**src/rtl/pe_ctrl_pkg.sv**
```systemverilog
// Shared types and helpers for the systolic row west-edge sequencer.
package pe_ctrl_pkg;

    localparam int IW_DEF  = 8;
    localparam int CYC_MAX = 2 ** (IW_DEF - 1);

    typedef enum logic [2:0] {
        IDLE,
        CLR,
        LDW,
        LDI,
        RUN,
        DRAIN,
        DONE
    } state_t;

    // A zero cycle count selects the full bitstream length for width iw.
    function automatic int cyc_eff(input int cyc, input int iw);
        return (cyc == 0) ? 2 ** (iw - 1) : cyc;
    endfunction

endpackage

```
**src/rtl/pe_ret_tracker.sv**
```systemverilog
// Outstanding-MAC tracker and result capture for returns from the far-end PE.
module pe_ret_tracker #(
    parameter int OWIDTH = 16,
    parameter int LWIDTH = 16
) (
    input  logic                     clk,
    input  logic                     rst_n,
    input  logic                     inc,
    input  logic                     dec,
    input  logic signed [OWIDTH-1:0] ofm_ret,
    output logic        [LWIDTH:0]   cnt,
    output logic                     err,
    output logic                     res_valid,
    output logic signed [OWIDTH-1:0] res_data
);

    always_ff @(posedge clk or negedge rst_n) begin
        if (!rst_n) begin
            cnt       <= '0;
            err       <= 1'b0;
            res_valid <= 1'b0;
            res_data  <= '0;
        end else begin
            if (inc && !dec) begin
                cnt <= cnt + 1'b1;
            end else if (!inc && dec) begin
                // A return with nothing outstanding is a protocol error.
                if (cnt == '0) begin
                    err <= 1'b1;
                end else begin
                    cnt <= cnt - 1'b1;
                end
            end
            res_valid <= dec;
            if (dec) begin
                res_data <= ofm_ret;
            end
        end
    end

endmodule

```
**src/rtl/pe_seq_ctrl.sv**
```systemverilog
// West-edge sequencer: weight load, then cfg_len vectors of cfg_cyc bit cycles.
module pe_seq_ctrl
    import pe_ctrl_pkg::*;
#(
    parameter int IWIDTH = 8,
    parameter int OWIDTH = 16,
    parameter int LWIDTH = 16
) (
    input  logic                     clk,
    input  logic                     rst_n,
    input  logic                     start,
    input  logic        [LWIDTH-1:0] cfg_len,
    input  logic        [IWIDTH-1:0] cfg_cyc,
    output logic                     wght_rd,
    output logic                     ifm_rd,
    output logic                     en_i,
    output logic                     clr_i,
    output logic                     en_w,
    output logic                     clr_w,
    output logic                     en_o,
    output logic                     clr_o,
    output logic                     mac_done,
    input  logic                     mac_done_ret,
    input  logic signed [OWIDTH-1:0] ofm_ret,
    output logic                     res_valid,
    output logic signed [OWIDTH-1:0] res_data,
    output logic                     busy,
    output logic                     done
);

    state_t              state;
    logic [LWIDTH-1:0]   len_q;
    logic [IWIDTH-1:0]   cyc_q;
    logic [IWIDTH-1:0]   bit_cnt;
    logic [LWIDTH-1:0]   vec_cnt;
    logic [LWIDTH-1:0]   vec_nxt;
    logic [IWIDTH-1:0]   bit_nxt;
    logic [LWIDTH:0]     out_cnt;
    logic                out_err;

    assign vec_nxt = vec_cnt + 1'b1;
    assign bit_nxt = bit_cnt + 1'b1;

    // Outputs are registered alongside the state they belong to.
    always_ff @(posedge clk or negedge rst_n) begin
        if (!rst_n) begin
            state    <= IDLE;
            len_q    <= '0;
            cyc_q    <= '0;
            bit_cnt  <= '0;
            vec_cnt  <= '0;
            wght_rd  <= 1'b0;
            ifm_rd   <= 1'b0;
            en_i     <= 1'b0;
            clr_i    <= 1'b0;
            en_w     <= 1'b0;
            clr_w    <= 1'b0;
            en_o     <= 1'b0;
            clr_o    <= 1'b0;
            mac_done <= 1'b0;
            busy     <= 1'b0;
            done     <= 1'b0;
        end else begin
            wght_rd  <= 1'b0;
            ifm_rd   <= 1'b0;
            en_i     <= 1'b0;
            clr_i    <= 1'b0;
            en_w     <= 1'b0;
            clr_w    <= 1'b0;
            en_o     <= 1'b0;
            clr_o    <= 1'b0;
            mac_done <= 1'b0;
            done     <= 1'b0;
            unique case (state)
                IDLE: begin
                    if (start) begin
                        len_q <= cfg_len;
                        cyc_q <= IWIDTH'(cyc_eff(int'(cfg_cyc), IWIDTH));
                        state <= CLR;
                        clr_i <= 1'b1;
                        clr_w <= 1'b1;
                        clr_o <= 1'b1;
                        busy  <= 1'b1;
                    end
                end
                CLR: begin
                    if (len_q == '0) begin
                        state <= DONE;
                        done  <= 1'b1;
                        busy  <= 1'b0;
                    end else begin
                        state   <= LDW;
                        en_w    <= 1'b1;
                        wght_rd <= 1'b1;
                        vec_cnt <= '0;
                    end
                end
                LDW: begin
                    state   <= LDI;
                    en_i    <= 1'b1;
                    ifm_rd  <= 1'b1;
                    clr_o   <= 1'b1;
                    bit_cnt <= '0;
                end
                LDI: begin
                    state    <= RUN;
                    en_o     <= 1'b1;
                    bit_cnt  <= IWIDTH'(1);
                    mac_done <= (cyc_q == IWIDTH'(1));
                end
                RUN: begin
                    if (bit_cnt == cyc_q) begin
                        vec_cnt <= vec_nxt;
                        if (vec_nxt < len_q) begin
                            state   <= LDI;
                            en_i    <= 1'b1;
                            ifm_rd  <= 1'b1;
                            clr_o   <= 1'b1;
                            bit_cnt <= '0;
                        end else begin
                            state <= DRAIN;
                        end
                    end else begin
                        bit_cnt  <= bit_nxt;
                        en_o     <= 1'b1;
                        mac_done <= (bit_nxt == cyc_q);
                    end
                end
                DRAIN: begin
                    if (out_cnt == '0) begin
                        state <= DONE;
                        done  <= 1'b1;
                        busy  <= 1'b0;
                    end
                end
                DONE: begin
                    state <= IDLE;
                end
                default: begin
                    state <= IDLE;
                end
            endcase
        end
    end

    pe_ret_tracker #(
        .OWIDTH(OWIDTH),
        .LWIDTH(LWIDTH)
    ) u_trk (
        .clk      (clk),
        .rst_n    (rst_n),
        .inc      (mac_done),
        .dec      (mac_done_ret),
        .ofm_ret  (ofm_ret),
        .cnt      (out_cnt),
        .err      (out_err),
        .res_valid(res_valid),
        .res_data (res_data)
    );

endmodule

```
**config.mk**
```make
export PLATFORM = sky130hd
export DESIGN_NAME = pe_seq_ctrl
export DESIGN_NICKNAME = d
export VERILOG_FILES = /design/src/rtl/pe_ctrl_pkg.sv /design/src/rtl/pe_ret_tracker.sv /design/src/rtl/pe_seq_ctrl.sv
export SDC_FILE = /design/constraint.sdc
export NUM_CORES = 1
export LEC_CHECK = 0
export BUFFER_PORTS_ARGS = -buffer_cell sky130_fd_sc_hd__buf_2
export CAP_MARGIN = 30
export CORE_AREA = 5 5 103 105
export DETAILED_ROUTE_END_ITERATION = 16
export DIE_AREA = 0 0 108 110
export PLACE_DENSITY = 0.8
export SETUP_SLACK_MARGIN = 0.15
export SLEW_MARGIN = 25
export SYNTH_ARGS = -nofsm -noshare
export SYNTH_HDL_FRONTEND = slang
export SYNTH_SLANG_ARGS = --single-unit
```
**constraint.sdc**
```tcl
create_clock -name clk -period 3 [get_ports clk]
set_input_delay 0.45 -clock clk [delete_from_list [all_inputs] [get_ports clk]]
set_output_delay 0.45 -clock clk [all_outputs]
set_load 0.05 [all_outputs]
```
==> impl_metrics.toml <==
[clock_tree]
clkTransAtPathRegs_ns = 0.11
cts_buffer_depth = 2
cts_sinks = 93
insertion_delay_ns = 0.37
cts_tree = "built"
cts_max_level = 3
ctsHoldBuffers = 0
cts_made_buffers = 9
cts-root-buf = "clkbuf_8"

[sta]
hold_violations = 0
final-setup-viol-count = 0
setup_tns_ns = 0
slew_viol_final = 0
tightest_slew_ns = 0.808
min_period_over_period_pct = 93.9
fmax_mhz = 355
skew_ns = 0.0154
rsz0062_at_grt = "no"
finalCriticalPeriod_ns = 2.82
relSlewSlack_pct = 46.1

[critical_path]
r2r_slack_ns = 0.18
rr_worst_depth = 13
critPathLaunch = "vec_cnt[0]"
r2r-start = "vec_cnt[0]"
path_common_cell = "nor2_1"
cp_num_buf_inv = 1
path_class = "reg -> reg"
path_cells = "ha_4 > and2_1 > and4_4 > and3_1 > xor2_1 > ha_1 > nand4_1 > nor2_1 > nand3_1 > a21oi_2 > nor2_1 > buf_4 > a21o_1"
timing.rr.end = "state[1]"
cp.required_ns = 3.26
critPathMaxFanout = 10
cp_slowest_cell = "dfrtp_2"
startpoint_type = "flip-flop"
crit_family = "simple AND/OR/NAND/NOR gates"
cp-end-kind = "flip-flop"
crit_arrival_ns = 3.08
cp.depth = 13
cpPeakStageDelay_ns = 0.46
critPathCapture = "state[1]"

[pwr]
pwr-share-seq_pct = 55.7
intPower_uw = 1660
power_frac_clock_pct = 35.8
fin_total_pwr_uw = 2310
combPwrFrac_pct = 8.5
ir_worst_vdd_mv = 0.229
cellPowerDensity_nw_per_um2 = 361
p_leak_uw = 0.00317
switchingPower_uw = 649
switching_share_pct = 28.1

[logic_synthesis]
netlist_area_um2 = 5410
yosysTopAreaCellShare_pct = 43.0
synth.area.top_cells = "dfrtp_1, ha_1, mux2_2"
synth_edf_count = 0
synthXorXnorAreaFrac_pct = 7.26
synth-simple-area-share_pct = 15.9
synth.avg_cell_area_um2 = 9.50
ys_warn_count = 0
async_flop_share_pct = 100
synth_top_cell_by_area = "dfrtp_1"
synth_compound_area_share_pct = 16.3
muxShareOfSynthArea_pct = 5.57
seq_area_frac_synth_pct = 43.0
synth_cell_types = 61
syn_inst = 570
yosys_most_used_dff = "dfrtp_1"
synth_fa_ha_area_share_pct = 8.00
syn-num-nets = 648
synth_top_family_by_area = "compound AO/OA/AOI/OAI gates"
synth.ff_latch_count = 93

[placement]
port-buffer-count = 71
dp_cells = 760
dp_hpwl_mm = 9.10
gpl.final_weighted_congestion = 0.888
placed_area_um2 = 6060

[layout]
nNetsFinal = 729
fillers = 746
multi_input_area_um2 = 3050
final_cell_mix = "dfrtp_1, nand2_1, buf_2"
diodes = 0
seqCellArea_um2 = 2330
final_area_um2 = 6390
area_growth_pct = 18.0
fin_util_pct = 66.9
final_cells = 789
mostFrequentLayoutCell = "dfrtp_1"
drive_gt1_share_pct = 26.8

[detailed_routing]
first_pass_iters = 5
wl_mm = 12.5
drt_iter0_drc = 322
postRouteAntennaNets = 0
via_per_inst = 5.72
drc = 0
wl_per_cell_um = 15.8
via_count = 4510

[floorplanning]
start_util_pct = 56.7
die_h_um = 110
coreArea_um2 = 9550
ioPinCount = 72
num_rows = 36
die_area_um2 = 11900
fp.dieW_um = 108

[worst_hold_path]
hold_class = "in -> async"

[global_routing]
grt_pass1_vias = 4445
grt_start_max_net_pins = 52
grt_remaining_overflow = 0
grt_first_pass_wirelength_mm = 20.8
grtUsageTotal_pct = 21.7
antenna_found_initial = 0

[status]
status = "complete, no violations"

[job]
maxCapViolations = 0
==> metal layers <==
metal | track usage, % | up-vias | routed length [um]
met5 | 0 | - | 0
met4 | 7.66 | 0 | 265
met3 | 3.61 | 24 | 483
met2 | 36.9 | 127 | 6250
met1 | 28.3 | 2174 | 5500
li1 | - | 2185 | -
==> cell usage after synthesis, drive strengths merged (2+ instances only) <==
cell type and number:
or3 4, nand3 17, nor2 31, a41oi 2, nor4 12, a31oi 4, nand2b 4, and2 6
o21ai 64, nand4 9, and3 5, and4 2, xnor2 30, xor2 14, buf 13, a21oi 31
nand2 73, inv 24, ha 33, o31ai 5, mux2 25, o21bai 5, mux2i 2, clkbuf 12
o32ai 2, dfrtp 93, nor3 8, o211ai 3, nor2b 4, nor3b 2, a21o 13
==> state kept, by name (all words and copies together) (netlist names), 3 cells and up <==
name,cells
len_q,16
cyc_q,8
bit_cnt,8
u_trk.cnt,17
vec_cnt,16
u_trk.res_data,16
state,3
==> through the flow <==
stage / setup WS (ns) / hold WS, ns
5_1_grt: 0.0401 / 0.0813
4_1_cts: 0.155 / 0.0628
3_3_place_gp: 0.160 / 0.466
2_1_floorplan: 0.123 / 0.154
3_5_place_dp: 0.0227 / 0.472
6_report: 0.183 / 0.0450
==> cell type report <==
class / count / area share (%)
multi-input cells: 428 / 47.8
flip-flops and latches: 93 / 36.5
repair buffers: 95 / 8.62
well taps: 133 / 2.61
clock buffers: 9 / 1.94
inverters: 24 / 1.51
clock inverters: 7 / 1.02
==> what timing repair did <==
action	CTS	global route
setup buffers	1	12
resized for setup	4	10
pin swaps	0	2
hold endpoints to repair	0	0
setup endpoints to repair	10	12
==> how the worst min path moves through the flow <==
stage / start / cells after the start / to / slack, ns
2_1_floorplan: rst_n / 0 / bit_cnt[0] / 0.15
3_3_place_gp: rst_n / 1 / u_trk.res_data[1] / 0.47
3_5_place_dp: rst_n / 1 / u_trk.res_data[5] / 0.47
4_1_cts: rst_n / 1 / u_trk.res_data[5] / 0.06
5_1_grt: rst_n / 1 / u_trk.res_data[5] / 0.08
6_report: rst_n / 1 / u_trk.res_data[5] / 0.05
==> power groups by stage <==
stage          sequential [uW]  clock (uW)  combinational (uW)
2_1_floorplan             1390           0                35.7
3_3_place_gp              1310           0                 195
3_5_place_dp              1310           0                 198
4_1_cts                   1280         834                 199
5_1_grt                   1290         901                 209
6_report                  1280         826                 195
==> cell families (layout without fill, tap and decap cells) <==
group | after synthesis | count (layout)
adder cells (fa/ha/maj) | 34 | 34
flip-flops | 93 | 93
multiplexers | 27 | 27
buffers and inverters | 49 | 135
AND/OR/NAND/NOR | 180 | 180
AO/OA/AOI/OAI | 143 | 143
XOR/XNOR | 44 | 44
No activity file was read; power rests on OpenSTA's default activity.
